==> src/rtl/alu_seq_pkg.sv <==
// alu_seq_pkg: shared types and constants for the alu_seq sequencer.
//   - alu_op_e   : legal ALU operation codes (10-15 are illegal)
//   - state_e    : sequencer FSM states
//   - cmd_t      : latched command payload
//   - helpers    : op_is_legal / op_is_shift decode
package alu_seq_pkg;

    localparam int unsigned REG_IDX_W = 2;
    localparam int unsigned NUM_REGS  = 4;
    localparam int unsigned OP_W      = 4;
    localparam int unsigned CNT_W     = 8;

    typedef enum logic [OP_W-1:0] {
        OP_AND = 4'd0,
        OP_OR  = 4'd1,
        OP_ADD = 4'd2,
        OP_INC = 4'd3,
        OP_DEC = 4'd4,
        OP_NOT = 4'd5,
        OP_SUB = 4'd6,
        OP_XOR = 4'd7,
        OP_SHL = 4'd8,
        OP_SHR = 4'd9
    } alu_op_e;

    typedef enum logic [1:0] {
        ST_IDLE = 2'd0,
        ST_EXEC = 2'd1,
        ST_RESP = 2'd2
    } state_e;

    typedef struct packed {
        logic [OP_W-1:0]      op;
        logic [REG_IDX_W-1:0] ra;
        logic [REG_IDX_W-1:0] rb;
        logic [REG_IDX_W-1:0] rd;
        logic                 use_c;
        logic                 flag;
    } cmd_t;

    function automatic logic op_is_legal(input logic [OP_W-1:0] op);
        return op <= OP_W'(OP_SHR);
    endfunction

    function automatic logic op_is_shift(input logic [OP_W-1:0] op);
        return (op == OP_W'(OP_SHL)) || (op == OP_W'(OP_SHR));
    endfunction

endpackage

==> src/rtl/alu_seq_regfile.sv <==
// alu_seq_regfile: four n-bit registers R0-R3.
//   clk, rst            : clock, synchronous active-high reset (clears all)
//   ra_addr/ra_data     : combinational read port A
//   rb_addr/rb_data     : combinational read port B
//   wb_en/addr/data     : ALU writeback port
//   ld_en/addr/data     : direct load port (writeback takes priority)
module alu_seq_regfile
    import alu_seq_pkg::*;
#(
    parameter int unsigned n = 4
) (
    input  logic                 clk,
    input  logic                 rst,
    input  logic [REG_IDX_W-1:0] ra_addr,
    output logic [n-1:0]         ra_data,
    input  logic [REG_IDX_W-1:0] rb_addr,
    output logic [n-1:0]         rb_data,
    input  logic                 wb_en,
    input  logic [REG_IDX_W-1:0] wb_addr,
    input  logic [n-1:0]         wb_data,
    input  logic                 ld_en,
    input  logic [REG_IDX_W-1:0] ld_addr,
    input  logic [n-1:0]         ld_data
);

    logic [n-1:0] regs_q [NUM_REGS];

    assign ra_data = regs_q[ra_addr];
    assign rb_data = regs_q[rb_addr];

    // Single write per cycle; writeback wins over a load.
    always_ff @(posedge clk) begin
        if (rst) begin
            regs_q <= '{default: '0};
        end else if (wb_en) begin
            regs_q[wb_addr] <= wb_data;
        end else if (ld_en) begin
            regs_q[ld_addr] <= ld_data;
        end
    end

endmodule

==> src/rtl/alu_seq.sv <==
// alu_seq: command sequencer around an external ALU (IDLE -> EXEC -> RESP).
//   clk, rst                    : clock, synchronous active-high reset
//   cmd_valid/cmd_ready, cmd_*  : command handshake (accepted only in IDLE)
//   ld_en/ld_addr/ld_data       : direct register load (honoured only in IDLE)
//   alu_a/alu_b/alu_flag_in/alu_ctrl : drive the external ALU during EXEC, else 0
//   alu_result/alu_flags        : ALU return (flags bit0 C, bit1 Z)
//   rsp_valid/rsp_ready, rsp_*  : response handshake, held until accepted
//   op_count                    : completed responses, saturating; only counts
//                                 when ALU_SEQ_OPCOUNT_EN is defined, else 0
module alu_seq
    import alu_seq_pkg::*;
#(
    parameter int unsigned n = 4
) (
    input  logic                 clk,
    input  logic                 rst,
    input  logic                 cmd_valid,
    output logic                 cmd_ready,
    input  logic [OP_W-1:0]      cmd_op,
    input  logic [REG_IDX_W-1:0] cmd_ra,
    input  logic [REG_IDX_W-1:0] cmd_rb,
    input  logic [REG_IDX_W-1:0] cmd_rd,
    input  logic                 cmd_use_c,
    input  logic                 cmd_flag,
    input  logic                 ld_en,
    input  logic [REG_IDX_W-1:0] ld_addr,
    input  logic [n-1:0]         ld_data,
    output logic [n-1:0]         alu_a,
    output logic [n-1:0]         alu_b,
    output logic                 alu_flag_in,
    output logic [OP_W-1:0]      alu_ctrl,
    input  logic [n-1:0]         alu_result,
    input  logic [1:0]           alu_flags,
    output logic                 rsp_valid,
    input  logic                 rsp_ready,
    output logic [n-1:0]         rsp_result,
    output logic                 rsp_c,
    output logic                 rsp_z,
    output logic                 rsp_err,
    output logic [CNT_W-1:0]     op_count
);

    state_e       state_q, state_d;
    cmd_t         cmd_q, cmd_in;
    logic         c_q, z_q;
    logic [n-1:0] rsp_result_q;
    logic         rsp_err_q;
    logic [n-1:0] rd_a_data, rd_b_data;
    logic         op_legal, op_shift;
    logic         wb_en, rf_ld_en;

    assign cmd_in = '{op: cmd_op, ra: cmd_ra, rb: cmd_rb, rd: cmd_rd,
                      use_c: cmd_use_c, flag: cmd_flag};

    assign op_legal = op_is_legal(cmd_q.op);
    assign op_shift = op_is_shift(cmd_q.op);
    assign wb_en    = (state_q == ST_EXEC) && op_legal;
    assign rf_ld_en = (state_q == ST_IDLE) && ld_en;

    alu_seq_regfile #(.n(n)) u_regfile (
        .clk     (clk),
        .rst     (rst),
        .ra_addr (cmd_q.ra),
        .ra_data (rd_a_data),
        .rb_addr (cmd_q.rb),
        .rb_data (rd_b_data),
        .wb_en   (wb_en),
        .wb_addr (cmd_q.rd),
        .wb_data (alu_result),
        .ld_en   (rf_ld_en),
        .ld_addr (ld_addr),
        .ld_data (ld_data)
    );

    // State register.
    always_ff @(posedge clk) begin
        if (rst) begin
            state_q <= ST_IDLE;
        end else begin
            state_q <= state_d;
        end
    end

    // Next state and state-decoded outputs.
    always_comb begin
        state_d     = state_q;
        cmd_ready   = 1'b0;
        rsp_valid   = 1'b0;
        alu_a       = '0;
        alu_b       = '0;
        alu_flag_in = 1'b0;
        alu_ctrl    = '0;
        unique case (state_q)
            ST_IDLE: begin
                cmd_ready = 1'b1;
                if (cmd_valid) state_d = ST_EXEC;
            end
            ST_EXEC: begin
                alu_a       = rd_a_data;
                alu_b       = rd_b_data;
                alu_ctrl    = cmd_q.op;
                alu_flag_in = cmd_q.use_c ? c_q : cmd_q.flag;
                state_d     = ST_RESP;
            end
            ST_RESP: begin
                rsp_valid = 1'b1;
                if (rsp_ready) state_d = ST_IDLE;
            end
            default: state_d = ST_IDLE;
        endcase
    end

    // Command latch, flags and response capture.
    always_ff @(posedge clk) begin
        if (rst) begin
            cmd_q        <= '0;
            c_q          <= 1'b0;
            z_q          <= 1'b0;
            rsp_result_q <= '0;
            rsp_err_q    <= 1'b0;
        end else begin
            if ((state_q == ST_IDLE) && cmd_valid) begin
                cmd_q <= cmd_in;
            end
            if (state_q == ST_EXEC) begin
                if (op_legal) begin
                    rsp_result_q <= alu_result;
                    rsp_err_q    <= 1'b0;
                    z_q          <= alu_flags[1];
                    if (op_shift) c_q <= alu_flags[0];
                end else begin
                    rsp_result_q <= '0;
                    rsp_err_q    <= 1'b1;
                end
            end
        end
    end

    // C and Z only move at the EXEC edge, so they are stable through RESP;
    // an illegal op reports Z=1 without touching the stored Z.
    assign rsp_result = rsp_result_q;
    assign rsp_err    = rsp_err_q;
    assign rsp_c      = c_q;
    assign rsp_z      = z_q | rsp_err_q;

`ifdef ALU_SEQ_OPCOUNT_EN
    logic [CNT_W-1:0] op_count_q;

    // Saturating count of response handshakes.
    always_ff @(posedge clk) begin
        if (rst) begin
            op_count_q <= '0;
        end else if (rsp_valid && rsp_ready && (op_count_q != {CNT_W{1'b1}})) begin
            op_count_q <= op_count_q + CNT_W'(1);
        end
    end

    assign op_count = op_count_q;
`else
    assign op_count = '0;
`endif

endmodule

==> config.mk <==
export PLATFORM = sky130hd
export DESIGN_NAME = alu_seq
export DESIGN_NICKNAME = d
export VERILOG_FILES = /design/src/rtl/alu_seq_pkg.sv /design/src/rtl/alu_seq_regfile.sv /design/src/rtl/alu_seq.sv
export SDC_FILE = /design/constraint.sdc
export NUM_CORES = 1
export LEC_CHECK = 0
export CORE_ASPECT_RATIO = 1.75
export CORE_MARGIN = 4
export CORE_UTILIZATION = 25
export DETAILED_ROUTE_END_ITERATION = 10
export PLACE_DENSITY = 0.46
export SLEW_MARGIN = 25
export SYNTH_ARGS = -nofsm -noshare
export SYNTH_HDL_FRONTEND = slang
export SYNTH_SLANG_ARGS = --single-unit
export TNS_END_PERCENT = 20
==> constraint.sdc <==
create_clock -name clk -period 2.04 [get_ports clk]
set_input_delay 0.204 -clock clk [delete_from_list [all_inputs] [get_ports clk]]
set_output_delay 0.204 -clock clk [all_outputs]
set_load 0.1 [all_outputs]
After elaboration in Yosys (flattened, before gate mapping)
Index checks and enable logic that the tools add are counted.
{"block": "totals", "elab_cells": 70, "regBits": 37, "inputBits": 29}
{"block": "op_classes", "order_cmp": 7, "n_bitwise": 5, "eq_ne": 6, "muxes": 26, "n_reduce_logical": 11}
{"operator": "2-to-1 mux 4 bit", "n": 10}
{"operator": "bitwise mux 16 bit", "n": 2}
{"operator": "2-to-1 mux 16 bit", "n": 2}
{"operator": "binary-select mux 4 bit (select 2 bit)", "n": 2}
{"operator": "demux 4 bit (select 2 bit)", "n": 2}
{"operator": ">= comparator 3 bit (second input constant)", "n": 4}
{"operator": "NOT 2 -> 3 bit", "n": 4}
{"operator": "== test 4 bit (second input constant)", "n": 2}
{"operator": "less-than comparator 3 x 1 -> 1 bit (second input constant)", "n": 2}
{"operator": "case mux 2 bit (3 select lines)", "n": 1}
{"operator": "logical AND 1 bit", "n": 5}
{"operator": "2-to-1 mux 1 bit", "n": 5}
{"operator": "less-or-equal comparator 4 bit (second input constant)", "n": 1}
{"operator": "2-to-1 mux 2 bit", "n": 2}
{"operator": "!= test 2 bit (second input constant)", "n": 2}
{"operator": "AND reduction 2 bit", "n": 2}
{"operator": "AND reduction 3 bit", "n": 1}
{"operator": "== test 2 x 1 -> 1 bit (second input constant)", "n": 1}
{"operator": "== test 2 bit (second input constant)", "n": 1}
{"operator": "zero test 2 bit", "n": 1}
{"operator": "nonzero test 2 bit", "n": 1}
{"operator": "logical OR 1 bit", "n": 1}
{"operator": "bitwise OR 1 bit", "n": 1}

Depth between registers and ports, before layout
{"block": "logic_depth", "depth_word": 8, "mapped_depth": 5, "ltp_nobuf": 3}

Modules after synthesis
A second synthesis with hierarchy kept.
{"block": "unflattened", "hier_cells": 202, "area_unflattened_um2": 2026.9}
{"module": "alu_seq_regfile", "seq_area_each_um2": 320.3, "area_each_um2": 1056.0, "cells_per_inst": 95, "instances": 1}
{"module": "alu_seq", "seq_area_each_um2": 420.4, "area_each_um2": 970.9, "cells_per_inst": 107, "instances": 1}

Worst setup path after synthesis
Ideal clock, no wire load.
{"block": "synth_timing", "path_kind": "reg2out", "from": "register c_q, in the netlist rsp_c", "to": "output port alu_flag_in", "arrival_ps": 2401, "path_buffers": 0, "required_ps": 1836, "stages_incl_launch_ff": 3, "slack_ps": -565, "cell_sequence": "dfxtp_1 mux2i_1 nor2_1"}
{"block": "synth_between", "elab_chain_cells": 2}
{"element": "start: declaration", "line": "alu_seq.sv:45", "source": "logic c_q, z_q;"}
{"element": "start signal: assignment", "line": "alu_seq.sv:130", "source": "if (op_shift) c_q <= alu_flags[0];"}
{"element": "2-to-1 mux 1 bit", "line": "alu_seq.sv:102", "source": "alu_flag_in = cmd_q.use_c ? c_q : cmd_q.flag;"}
{"element": "2-to-1 mux 1 bit", "line": "alu_seq.sv:93", "source": "unique case (state_q)"}
{"element": "end: declaration", "line": "alu_seq.sv:30", "source": "output logic alu_flag_in,"}
Every way passes these cells.

Final worst setup path
{"block": "layout_timing", "from": "register cmd_q[6] (netlist name)", "to": "output port alu_a[3]"}
{"block": "layout_between", "elab_chain_cells": 5}
{"element": "start: declaration", "line": "alu_seq.sv:44", "source": "cmd_t cmd_q, cmd_in;"}
{"element": "start signal: assignment", "line": "alu_seq.sv:123", "source": "cmd_q <= cmd_in;"}
{"element": "NOT 2 -> 3 bit (not written as such)", "line": "alu_seq_regfile.sv:28", "source": "assign ra_data = regs_q[ra_addr];"}
{"element": "binary-select mux 4 bit (select 2 bit)", "line": "alu_seq_regfile.sv:28"}
{"element": "2-to-1 mux 4 bit (not written as such) (2 in series)", "line": "alu_seq_regfile.sv:28"}
{"element": "2-to-1 mux 4 bit", "line": "alu_seq.sv:93"}
{"element": "end: declaration", "line": "alu_seq.sv:28", "source": "output logic [n-1:0] alu_a,"}
Every way passes these cells. The select of a mux whose other input is x is not followed.

==> run_results.csv <==
group,metric,value,unit
power_and_ir_drop,p_leak,1.01,nW
routing,firstDrtPassIters,4,
setup_path,r2r_cells,3,
timing,clock_skew,0.00305,ns
setup_path,cpMaxStageDelayCell,"mux4_2",
routing,drc_errors,0,
layout,area_growth,40.9,%
setup_path,crit_buf_inv,1,
timing,min_period,1.89,ns
setup_path,end_kind,"primary output",
synth,avgSynthCellArea,9.11,um2
clocking,h-tree-depth,2,
synth,synth_xor_area_frac,0,
timing,finalCritPeriodShare,0.925,
floorplan,rows,43,
setup_path,path_cells,"mux4_2, and2_1, buf_12",
power_and_ir_drop,switching_power,0.666,mW
synth,synthMuxAreaShare,0.153,
layout,fin_util,0.360,
setup_path,criticalPathCategory,"reg2out",
floorplan,io_pins,59,
synth,synth-compound-area-share,0.143,
layout,stdcell_area,2850,um2
synth,ys_top_cells_by_area,"dfxtp_1 37%, mux4_2 8.9%, a311oi_1 6.9%",
placed_design,place_inst,352,
clocking,clock_path_buffers,2,
synth,synth_edf_count,0,
synth,synth_top_family_by_area,"simple AND/OR/NAND/NOR gates",
synth,synth.top_cell.area_share,0.366,
timing,setup_viol,0,
synth,yosys_warnings,0,
synth,synth-simple-area-share,0.261,
floorplan,die_h,127,um
placed_design,dpl.hpwl,4850,um
min_path,worstHoldPathCells,2,
synth,ys_top_cells_by_count,"37 x dfxtp_1, 21 x nand3_1, 18 x o21ai_0",
timing,max_freq,0.530,GHz
placed_design,port_buffers,50,
outcome,status,"finished, final reports clean",
clocking,cts_setup_buffers,0,
setup_path,ff2ff_setup_slack,0.34,ns
timing,slew_violations,0,
setup_path,critPathRequiredTime,1.84,ns
floorplan,dieArea,9650,um2
power_and_ir_drop,ir_drop,0.375,mV
power_and_ir_drop,p_seq_frac,0.397,
setup_path,worst_setup_path_start_kind,"register",
routing,avgRoutedWirePerCell,17.1,um
clocking,clk_latency,0.28,ns
timing,fin_ws,0.154,ns
power_and_ir_drop,power_per_cell_area,726,nW/um2
global_route,antenna_found_initial,0,
setup_path,crit_start,"cmd_q[6]",
timing,hold_viol_final,0,
floorplan,core-area,7910,um2
flow_run,maxCapViolations,0,
clocking,cts_tree,"built",
clocking,clkTransAtPathRegs,0.06,ns
clocking,numClockSinks,37,
power_and_ir_drop,p_comb_frac,0.241,
synth,synthAdderAreaFrac,0,
clocking,root_buffer,"clkbuf_16",
layout,antenna_cells,0,
power_and_ir_drop,clock_power_share,0.362,
layout,drive_gt1_frac,0.207,
synth,yosysSeqAreaShare,0.366,
routing,final_antenna_net_count,0,
routing,drtIter0Drc,79,
clocking,numCtsBuffers,5,
setup_path,cp_slowest_stage_delay,0.53,ns
timing,relSlewSlack,0.572,
setup_path,cp.arrival,1.68,ns
global_route,grt_pass1_wl,9720,um
routing,vias,1827,
global_route,grt_max_degree,38,
layout,fin_nets,298,
global_route,grt_overflow_total,0,
placed_design,gp_congestion,0.810,
min_path,min_path_type,"reg2reg",
synth,ys_seq_elements,37,
routing,routed_wl,6170,um
floorplan,die_x,76.0,um
min_path,hold_start,"rsp_result[0]",
timing,rsz0062_at_grt,"false",
timing,worst_pin_slew,0.633,ns
global_route,grt_usage,0.128,
placed_design,place_area,2710,um2
clocking,holdBufCountCts,0,
power_and_ir_drop,power.share.switching,0.322,
setup_path,r2r-start,"state_q[1]",
synth,syn-instance-count,222,
synth,synth_ff_type,"dfxtp_1",
synth,syn_area,2020,um2
setup_path,cp_top_family,"multiplexers",
setup_path,crit_cells,3,
clocking,post_cts_resized,0,
placed_design,dp_slack,0.235,ns
synth,ys_types,36,
layout,stdcell_count,360,
setup_path,cp_max_fo,5,
routing,viasPerCell,5.08,
floorplan,initial_utilization,0.256,
synth,async_flop_share,0,
synth,yosysTopAreaCell,"dfxtp_1",
synth,yosysMostFrequentCell,"dfxtp_1",
power_and_ir_drop,cellInternalPower,1.40,mW
global_route,grt_pass1_vias,1880,
-- area by class of cell --
type                            instances  area [um2]
Clock buffer                            6         129
Tap cell                               90         113
Clock inverter                          2        10.0
Inverter                                2        7.51
Sequential cell                        37         741
Fill cell                             805        5060
Multi-Input combinational cell        164        1160
Timing Repair Buffer                   59         688
-- routing by layer --
metal | vias up | wire length, um | GRT usage | part of all wire
li1 | 904 | - | - | -
met1 | 849 | 2200 | 0.129 | 0.36
met2 | 60 | 3560 | 0.245 | 0.58
met3 | 14 | 195 | 0.0176 | 0.032
met4 | 0 | 215 | 0.0702 | 0.035
met5 | - | 0 | 0 | 0
-- power groups by stage --
stage                     Clock [mW]  Sequential (mW)  Combinational [mW]
after detailed placement           0            0.841               0.500
after floorplan                    0            0.849               0.334
after global placement             0            0.840               0.496
final                          0.749            0.822               0.498
after CTS                      0.759            0.825               0.501
after global routing           0.787            0.831               0.528
-- cells by family (layout without fill, tap and decap cells) --
family / count (synthesis) / after routing
AO/OA/AOI/OAI: 44 / 44
buffers and inverters: 28 / 69
flip-flops: 37 / 37
multiplexers: 21 / 21
other: 1 / 8
AND/OR/NAND/NOR: 91 / 91
-- final timing paths --
| kind | endpoint |
|---|---|
| worst max-delay path | alu_a[3] |
| worst min-delay path | rsp_result[0] |
| worst max register to register | u_regfile.regs_q[4] |
| worst min register to register | rsp_result[0] |
-- cells in the final DEF, fill, tap and decap left out, types with 2 or more instances in the layout --
cell,n
o21ai_0,17
clkdlybuf4s50_1,28
nand2b_1,4
buf_12,14
or4bb_1,2
or2_2,2
a21oi_1,7
dfxtp_1,37
nand3_1,21
clkinv_2,2
nor2b_1,2
mux4_2,8
nand2_1,4
buf_4,17
conb_1,8
clkbuf_16,5
nor2_1,15
mux2i_1,13
inv_1,2
a311oi_1,16
and2_1,12
nor3_1,16
-- stage by stage --
step,hold WS (ns),power (mW),setup TNS [ns]
after CTS,0.460,2.09,0
after global placement,0.445,1.34,0
after floorplan,0.351,1.18,-0.138
after detailed placement,0.451,1.34,0
final,0.454,2.07,0
after global routing,0.496,2.15,0
-- registers in the layout, summed over array words and instances (netlist names) --
name,cells
cmd_q,12
rsp_c,1
z_q,1
u_regfile.regs_q,16
rsp_result,4
state_q,2
rsp_err,1
-- worst reg2reg max path, cell delays in order (launching register included) --
cell,delay (ns)
dfxtp_1,0.45
or4b_4,0.63
or2_4,0.28
a311oi_1,0.24
No activity file was read; power rests on OpenSTA's default activity.
